### src/rtl/decoder_scan_if.sv
// rtl/decoder_scan_if.sv - Handshake and data bundle between a controller and decoder_scan.
//
// master: controller side, drives en/mode/in_valid/in_sel/mask and observes the decoder outputs.
// slave : decoder side, drives in_ready/out/out_valid/scan_idx/wrap.
interface decoder_scan_if #(
    parameter int SEL_W = 3
) ();
    localparam int OUT_W = 2 ** SEL_W;

    logic             en;
    logic             mode;
    logic             in_valid;
    logic [SEL_W-1:0] in_sel;
    logic             in_ready;
    logic [OUT_W-1:0] mask;
    logic [OUT_W-1:0] out;
    logic             out_valid;
    logic [SEL_W-1:0] scan_idx;
    logic             wrap;

    modport master (
        output en, mode, in_valid, in_sel, mask,
        input  in_ready, out, out_valid, scan_idx, wrap
    );

    modport slave (
        input  en, mode, in_valid, in_sel, mask,
        output in_ready, out, out_valid, scan_idx, wrap
    );
endinterface

### src/rtl/decoder_scan.sv
// rtl/decoder_scan.sv - Registered one-hot decoder with direct ready/valid mode and masked scan mode.
//
// Ports:
//   clk            rising-edge clock
//   rst_n          synchronous active-low reset
//   bus (slave)    en/mode/in_valid/in_sel/mask in; in_ready (comb), out/out_valid/scan_idx/wrap (registered) out
// Parameters: SEL_W select width (OUT_W = 2**SEL_W), DWELL cycles per scanned channel,
//             ACTIVE_LOW inverts every out bit after the register.
module decoder_scan #(
    parameter int SEL_W      = 3,
    parameter int DWELL      = 4,
    parameter bit ACTIVE_LOW = 1'b0
) (
    input logic           clk,
    input logic           rst_n,
    decoder_scan_if.slave bus
);
    localparam int OUT_W = 2 ** SEL_W;
    localparam int CNT_W = (DWELL > 1) ? $clog2(DWELL) : 1;
    localparam logic [CNT_W-1:0] CNT_LAST = CNT_W'(DWELL - 1);

    typedef enum logic [1:0] {IDLE, DIRECT, SCAN, SCAN_EMPTY} state_t;

    state_t           state_q, state_d;
    logic [OUT_W-1:0] hot_q, hot_d;
    logic             out_valid_q, out_valid_d;
    logic [SEL_W-1:0] scan_idx_q, scan_idx_d;
    logic             wrap_q, wrap_d;
    logic [CNT_W-1:0] cnt_q, cnt_d;

    logic [SEL_W-1:0] low_idx;
    logic [SEL_W-1:0] next_idx;
    logic [SEL_W-1:0] probe;
    logic             mask_any;

    assign mask_any     = |bus.mask;
    assign bus.in_ready = bus.en & ~bus.mode;

    // Polarity is applied after the register so the inactive level is correct even in reset.
    assign bus.out       = hot_q ^ {OUT_W{ACTIVE_LOW}};
    assign bus.out_valid = out_valid_q;
    assign bus.scan_idx  = scan_idx_q;
    assign bus.wrap      = wrap_q;

    // Lowest set mask bit, and the next set bit strictly above scan_idx rotating modulo OUT_W.
    // Iterating from the farthest offset down lets the nearest match win; offset OUT_W lands
    // back on scan_idx itself, which covers the single-channel case.
    always_comb begin
        low_idx  = '0;
        next_idx = scan_idx_q;
        probe    = '0;
        for (int i = OUT_W - 1; i >= 0; i--) begin
            if (bus.mask[i]) low_idx = SEL_W'(i);
        end
        for (int i = OUT_W; i >= 1; i--) begin
            probe = scan_idx_q + SEL_W'(i);
            if (bus.mask[probe]) next_idx = probe;
        end
    end

    always_comb begin
        state_d     = state_q;
        hot_d       = hot_q;
        out_valid_d = out_valid_q;
        scan_idx_d  = scan_idx_q;
        wrap_d      = 1'b0;
        cnt_d       = cnt_q;
        if (!bus.en) begin
            state_d     = IDLE;
            hot_d       = '0;
            out_valid_d = 1'b0;
            cnt_d       = '0;
        end else if (!bus.mode) begin
            cnt_d = '0;
            if (state_q == SCAN || state_q == SCAN_EMPTY) begin
                state_d     = IDLE;
                hot_d       = '0;
                out_valid_d = 1'b0;
            end
            // A decode on the same edge that leaves scan overrides the blanking above.
            if (bus.in_valid) begin
                state_d     = DIRECT;
                hot_d       = OUT_W'(1) << bus.in_sel;
                scan_idx_d  = bus.in_sel;
                out_valid_d = 1'b1;
            end
        end else begin
            case (state_q)
                SCAN: begin
                    if (cnt_q == CNT_LAST) begin
                        cnt_d = '0;
                        if (!mask_any) begin
                            state_d     = SCAN_EMPTY;
                            hot_d       = '0;
                            out_valid_d = 1'b0;
                        end else begin
                            scan_idx_d = next_idx;
                            hot_d      = OUT_W'(1) << next_idx;
                            wrap_d     = (next_idx <= scan_idx_q);
                        end
                    end else begin
                        cnt_d = cnt_q + CNT_W'(1);
                    end
                end
                default: begin
                    // Scan entry from IDLE/DIRECT and re-entry from SCAN_EMPTY; never a wrap.
                    cnt_d = '0;
                    if (mask_any) begin
                        state_d     = SCAN;
                        scan_idx_d  = low_idx;
                        hot_d       = OUT_W'(1) << low_idx;
                        out_valid_d = 1'b1;
                    end else begin
                        state_d     = SCAN_EMPTY;
                        hot_d       = '0;
                        out_valid_d = 1'b0;
                    end
                end
            endcase
        end
    end

    always_ff @(posedge clk) begin
        if (!rst_n) begin
            state_q     <= IDLE;
            hot_q       <= '0;
            out_valid_q <= 1'b0;
            scan_idx_q  <= '0;
            wrap_q      <= 1'b0;
            cnt_q       <= '0;
        end else begin
            state_q     <= state_d;
            hot_q       <= hot_d;
            out_valid_q <= out_valid_d;
            scan_idx_q  <= scan_idx_d;
            wrap_q      <= wrap_d;
            cnt_q       <= cnt_d;
        end
    end
endmodule

### src/flat_wrapper.sv
// flat-port wrapper written by rule: the top's interface ports become plain ports
module decoder_scan_flat 
#(
    parameter int SEL_W      = 3,
    parameter int DWELL      = 4,
    parameter bit ACTIVE_LOW = 1'b0
)
  (clk, rst_n, bus_en, bus_mode, bus_in_valid, bus_in_sel, bus_mask, bus_in_ready, bus_out, bus_out_valid, bus_scan_idx, bus_wrap);
  decoder_scan_if #(.SEL_W(SEL_W)) bus_i ();
  input logic clk;
  input logic rst_n;
  input wire logic [$bits(bus_i.en)-1:0] bus_en;
  input wire logic [$bits(bus_i.mode)-1:0] bus_mode;
  input wire logic [$bits(bus_i.in_valid)-1:0] bus_in_valid;
  input wire logic [$bits(bus_i.in_sel)-1:0] bus_in_sel;
  input wire logic [$bits(bus_i.mask)-1:0] bus_mask;
  output wire logic [$bits(bus_i.in_ready)-1:0] bus_in_ready;
  output wire logic [$bits(bus_i.out)-1:0] bus_out;
  output wire logic [$bits(bus_i.out_valid)-1:0] bus_out_valid;
  output wire logic [$bits(bus_i.scan_idx)-1:0] bus_scan_idx;
  output wire logic [$bits(bus_i.wrap)-1:0] bus_wrap;
  assign bus_i.en = bus_en;
  assign bus_i.mode = bus_mode;
  assign bus_i.in_valid = bus_in_valid;
  assign bus_i.in_sel = bus_in_sel;
  assign bus_i.mask = bus_mask;
  assign bus_in_ready = bus_i.in_ready;
  assign bus_out = bus_i.out;
  assign bus_out_valid = bus_i.out_valid;
  assign bus_scan_idx = bus_i.scan_idx;
  assign bus_wrap = bus_i.wrap;
  decoder_scan #(.SEL_W(SEL_W), .DWELL(DWELL), .ACTIVE_LOW(ACTIVE_LOW)) u_core (.clk(clk), .rst_n(rst_n), .bus(bus_i));
endmodule
### config.mk
export PLATFORM = sky130hd
export DESIGN_NAME = decoder_scan_flat
export DESIGN_NICKNAME = d
export VERILOG_FILES = /design/src/rtl/decoder_scan_if.sv /design/src/rtl/decoder_scan.sv /design/src/flat_wrapper.sv
export SDC_FILE = /design/constraint.sdc
export NUM_CORES = 1
export LEC_CHECK = 0
export ABC_CLOCK_PERIOD_IN_PS = 3900
export BUFFER_PORTS_ARGS = -buffer_cell sky130_fd_sc_hd__buf_4
export CAP_MARGIN = 20
export CELL_PAD_IN_SITES_DETAIL_PLACEMENT = 1
export CELL_PAD_IN_SITES_GLOBAL_PLACEMENT = 2
export CORE_MARGIN = 5
export CORE_UTILIZATION = 33
export CTS_CLUSTER_SIZE = 30
export DETAILED_ROUTE_END_ITERATION = 8
export PLACE_DENSITY_LB_ADDON = 0.1
export SYNTH_ARGS = -nofsm -noshare
export SYNTH_HDL_FRONTEND = slang
export SYNTH_SLANG_ARGS = --single-unit
### constraint.sdc
create_clock -name clk -period 3.9 [get_ports clk]
set_input_delay 0.39 -clock clk [delete_from_list [all_inputs] [get_ports clk]]
set_output_delay 0.39 -clock clk [all_outputs]
set_load 0.005 [all_outputs]
**Word level (Yosys, flattened, before mapping)**

Index checks and enable logic that the tools add are counted.

- Add/subtract/negate cells: 8
- $lt $le $gt $ge: 8
- Equal/unequal tests: 6
- Shifts and indexed selects: 3
- Mux-type cells: 56
- Bitwise logic cells: 5
- Reductions and logical operators: 10

Operator list:

| operator | number |
|---|---|
| $mux 3 | 21 |
| $mux 8 | 7 |
| $lt 3x4->1 const B | 7 |
| $shl 1x3->8 const A | 3 |
| $bmux 1 s3 | 7 |
| $mux 1 | 15 |
| $add 3x3->3 const B | 4 |
| $mux 2 | 6 |
| $reduce_or 8->1 | 1 |
| $add 3x2->3 const B | 2 |
| $eq 2x2->1 const B | 3 |
| $ne 3x3->1 const B | 2 |
| $reduce_and 6->1 | 1 |
| $reduce_or 5->1 | 1 |
| $not 1->1 | 4 |
| $reduce_and 2->1 | 2 |
| $reduce_and 4->1 | 1 |
| $add 3x1->3 const B | 1 |
| $le 3x3->1 | 1 |
| $reduce_and 3->1 | 1 |
| $reduce_bool 3->1 | 1 |
| $add 2x1->2 const B | 1 |
| $ne 2x1->1 const B | 1 |
| $reduce_bool 2->1 | 1 |
| other kinds (2) | 2 |

- Register bits: 17
- Input port bits: 16
- Output and inout port bits: 14

**Logic depth before layout (Yosys ltp)**

- Depth after elaboration: 15
- Gate-level depth with buffers: 16
- Gate-level depth less buffers: 12

**Worst setup path before layout**

Ideal clock, no wire load.

- Kind: flip-flop to flip-flop
- Start: register u_core.scan_idx_q[0] (netlist: u_core.bus.scan_idx[0])
- End: register u_core.wrap_q (netlist: u_core.bus.wrap)
- Setup time: 0.116 ns
- Data arrival time: 3.419 ns
- Required time: 3.784 ns
- Slack: 0.365 ns
- Stages on the path, launching flop included: 16
- Buffers on the path: 3
- Period minus slack after synthesis: 3.535 ns
- Cell sequence: dfxtp_1 > buf_6 > buf_4 > inv_1 > ha_1 > buf_2 > mux2_2 > a22o_1 > mux2_2 > a221oi_1 > a2bb2oi_1 > o221ai_1 > ha_1 > nor2b_1 > o22ai_1 > and4_1

- Longest elaborated chain between the ends: 11
- Elaborated cells between the ends (all ways): 29

RTL lines:

| element | line | text |
|---|---|---|
| start, declared | decoder_scan.sv:27 | `logic [SEL_W-1:0] scan_idx_q, scan_idx_d;` |
| start signal, assigned | decoder_scan.sv:135 | `scan_idx_q <= scan_idx_d;` |
| $add 3x3->3 | decoder_scan.sv:56 | `probe = scan_idx_q + SEL_W'(i);` |
| $bmux 1 s3 | decoder_scan.sv:57 | `if (bus.mask[probe]) next_idx = probe;` |
| $mux 1 (implied by the code) | decoder_scan.sv:57 |  |
| $mux 3 (7 in a row) | decoder_scan.sv:57 |  |
| $le 3x3->1 * | decoder_scan.sv:99 | `wrap_d = (next_idx <= scan_idx_q);` |
| end signal, assigned | decoder_scan.sv:136 | `wrap_q <= wrap_d;` |
| end, declared | decoder_scan.sv:28 | `logic wrap_q, wrap_d;` |

Every way passes the cells marked *; elsewhere a longest branch is shown, timed or not. The select of a mux whose other input is x is not followed.
A chain may end at the register's enable or synchronous reset.

**Worst setup path after layout**

- Start: register u_core.scan_idx_q[1] (netlist: u_core.bus.scan_idx[1])
- End: register u_core.wrap_q (netlist: u_core.bus.wrap)

The elaborated chain is that of the path after synthesis.

==> flow_metrics.env <==
export IMPL_grt_use_met1_pct=21.29
export IMPL_layout_setup_ws_ns=0.4671
export IMPL_synth_flop_cell="dfxtp_1"
export IMPL_rsz0062_at_grt="no"
export IMPL_skew_ns=0.004789
export IMPL_synth_common_cells="20 x nor2_1, 19 x nand2_1, 17 x dfxtp_1, 17 x o21ai_0, 16 x a21oi_1"
export IMPL_hp_class="input pin to flop"
export IMPL_drtAntennaViolNets=0
export IMPL_numCtsBuffers=3
export IMPL_diodes=0
export IMPL_die_area_mm2=0.007166
export IMPL_met2_usage_pct=32.03
export IMPL_gp_congestion=0.8144
export IMPL_vdd_drop_max_mv=0.1572
export IMPL_gr_total_overflow=0
export IMPL_drv_cap=0
export IMPL_timing_slew_headroom_pct=57.16
export IMPL_start_util_pct=33.61
export IMPL_htree_levels=1
export IMPL_synthArstFlopShare_pct=0
export IMPL_ys_seq_area_share_pct=18.50
export IMPL_dieWidth_um=84.66
export IMPL_via_per_inst=5.820
export IMPL_final_area_mm2=0.002148
export IMPL_placed_area_mm2=0.002102
export IMPL_dieHeight_um=84.66
export IMPL_rr_startpoint="u_core.bus.scan_idx[1]"
export IMPL_io_buffers=29
export IMPL_clkSinkCount=17
export IMPL_antenna_found_initial=0
export IMPL_area_sequential_um2=340.3
export IMPL_fin_tns_setup_ns=0
export IMPL_reg2reg_slack_ns=0.47
export IMPL_clockBufferDepth=2
export IMPL_hold_ws_ns=0.3788
export IMPL_ys_seq_elements=17
export IMPL_ys_types=52
export IMPL_grt_pass1_vias=1971
export IMPL_status="finished, final reports clean"
export IMPL_drt_pre_antenna_iters=4
export IMPL_p_leak_nw=0.8228
export IMPL_synth_nets=248
export IMPL_synth_edf_count=0
export IMPL_arrival_ns=3.64
export IMPL_global_route_usage_met3_pct=2.257
export IMPL_grt_max_degree=16
export IMPL_synth_top_cell_by_area="dfxtp_1"
export IMPL_regToRegEndpoint="u_core.bus.wrap"
export IMPL_ys_warn_count=0
export IMPL_hold_violations=0
export IMPL_synth_most_common_cell="nor2_1"
export IMPL_fin_crit_sh_pct=88.02
export IMPL_total_power_w=0.0006762
export IMPL_cp_startpoint="u_core.bus.scan_idx[1]"
export IMPL_wirelength_mm=6.258
export IMPL_core_area_mm2=0.005473
export IMPL_drive_gt1_share_pct=24.00
export IMPL_pin_count=30
export IMPL_cts_setup_buffers=0
export IMPL_cp_endpoint="u_core.bus.wrap"
export IMPL_dp_hpwl_mm=4.849
export IMPL_slew_viol_final=0
export IMPL_p_per_area_mw_per_mm2=314.7
export IMPL_crit_type="flop to flop"
export IMPL_ctsRootBufferMaster="clkbuf_8"
export IMPL_crit_required_ns=4.11
export IMPL_synth_area_leaders="dfxtp_1 19%, mux4_2 12%, mux2_2 4.9%, o21ai_0 4.6%, a21oi_1 4.4%"
export IMPL_syn_inst=227
export IMPL_grt_use_total_pct=17.69
export IMPL_post_drt_wl_per_cell_um=19.43
export IMPL_cts_hold_buf=0
export IMPL_synth_top_area_share_pct=18.50
export IMPL_syn_area_mm2=0.001839
export IMPL_num_vias=1874
export IMPL_multi_input_area_mm2=0.001386
export IMPL_grt_pass1_wl_mm=10.23
export IMPL_start_kind="flop"
export IMPL_clk_latency_ns=0.26
export IMPL_end_kind="flop"
export IMPL_clk_pin_slew_ns=0.07
export IMPL_cp_max_fo=9
export IMPL_syn_area_per_cell_um2=8.102
export IMPL_drc_errors=0
export IMPL_fin_nets=272
export IMPL_fmax_mhz=291.3
export IMPL_fill_cells=705
export IMPL_max_slew_worst_pin_slew_ns=0.6368
export IMPL_min_period_ns=3.433
export IMPL_top_usage_layer="met2"
export IMPL_setup_viol=0
export IMPL_syn_to_final_growth_pct=16.80
export IMPL_r2r_cells=13
export IMPL_cts_tree="yes"
export IMPL_rows=27
export IMPL_pre_cts_slack_ns=0.4976
export IMPL_ctsResizeCount=0
export IMPL_drt_iter0_drc=65
-- worst max-delay path, cell delays in order (launching register included) --
cell and delay, ns:
dfxtp_1 0.34, inv_1 0.12, ha_1 0.45, mux2_2 0.37
a22o_1 0.25, mux2_2 0.27, a221oi_1 0.24, a2bb2oi_1 0.23
o221ai_1 0.16, buf_4 0.20, ha_1 0.28, nor2b_1 0.13
o22ai_1 0.14, and4_1 0.19
-- layout by cell type, fill, tap and decap left out, types with 8 or more instances in the layout --
cell type / count
buf_4: 33
nor2_1: 20
nand2_1: 19
o21ai_0: 17
dfxtp_1: 17
a21oi_1: 16
mux4_2: 10
inv_1: 9
nor2b_1: 8
mux2_2: 8
a31oi_1: 8
-- layout make-up --
class / count / share of cell area (%)
Sequential cell: 17 / 15.84
Inverter: 10 / 1.747
Multi-Input combinational cell: 186 / 64.53
Clock buffer: 3 / 1.922
Clock inverter: 1 / 0.2330
Timing Repair Buffer: 33 / 11.53
Tap cell: 72 / 4.193
-- metal layers --
layer | share of wire (%) | wire length [µm]
met5 | 0 | 0
met4 | 1.9 | 119
met3 | 2.3 | 146
met2 | 51 | 3186
met1 | 45 | 2805
-- power breakdown --
part | switching [W] | internal, W | total [W] | leakage, nW
clock network | 0.0000688 | 0.0000713 | 0.000140 | 0.0255
registers | 0.00000651 | 0.000180 | 0.000187 | 0.139
logic | 0.000203 | 0.000147 | 0.000349 | 0.659
-- sequential cells by signal, summed over array words and instances (netlist names) --
| register | flops |
|---|---|
| u_core.bus.out | 8 |
| u_core.bus.scan_idx | 3 |
| u_core.bus.wrap | 1 |
| u_core.bus.out_valid | 1 |
| u_core.cnt_q | 2 |
| u_core.state_q | 2 |
-- how the worst min path moves through the flow --
| stage | startpoint | endpoint | slack, ns | cells past startpoint |
|---|---|---|---|---|
| 2_1_floorplan | u_core.cnt_q[0] | u_core.cnt_q[0] | 0.40 | 1 |
| 3_3_place_gp | u_core.cnt_q[0] | u_core.cnt_q[0] | 0.41 | 1 |
| 3_5_place_dp | u_core.cnt_q[0] | u_core.cnt_q[0] | 0.42 | 1 |
| 4_1_cts | rst_n | u_core.bus.scan_idx[0] | 0.37 | 2 |
| 5_1_grt | rst_n | u_core.bus.scan_idx[0] | 0.37 | 2 |
| 6_report | rst_n | u_core.bus.scan_idx[0] | 0.38 | 2 |
-- stage by stage --
stage          instances  util (%)
2_1_floorplan        227         -
3_3_place_gp         318     38.41
3_5_place_dp         318     38.41
4_1_cts              322     39.25
5_1_grt              322     39.25
6_report             322     39.25
-- cell families (layout without fill, tap and decap cells) --
family / count (synthesis) / after routing / synth area share, %
adder cells (fa/ha/maj): 5 / 5 / 3.401
AO/OA/AOI/OAI: 79 / 79 / 29.73
multiplexers: 23 / 23 / 19.86
XOR/XNOR: 5 / 5 / 2.381
AND/OR/NAND/NOR: 74 / 74 / 20.00
buffers and inverters: 24 / 47 / 6.122
flip-flops: 17 / 17 / 18.50
Note: power is estimated with default switching activity, not from simulation.
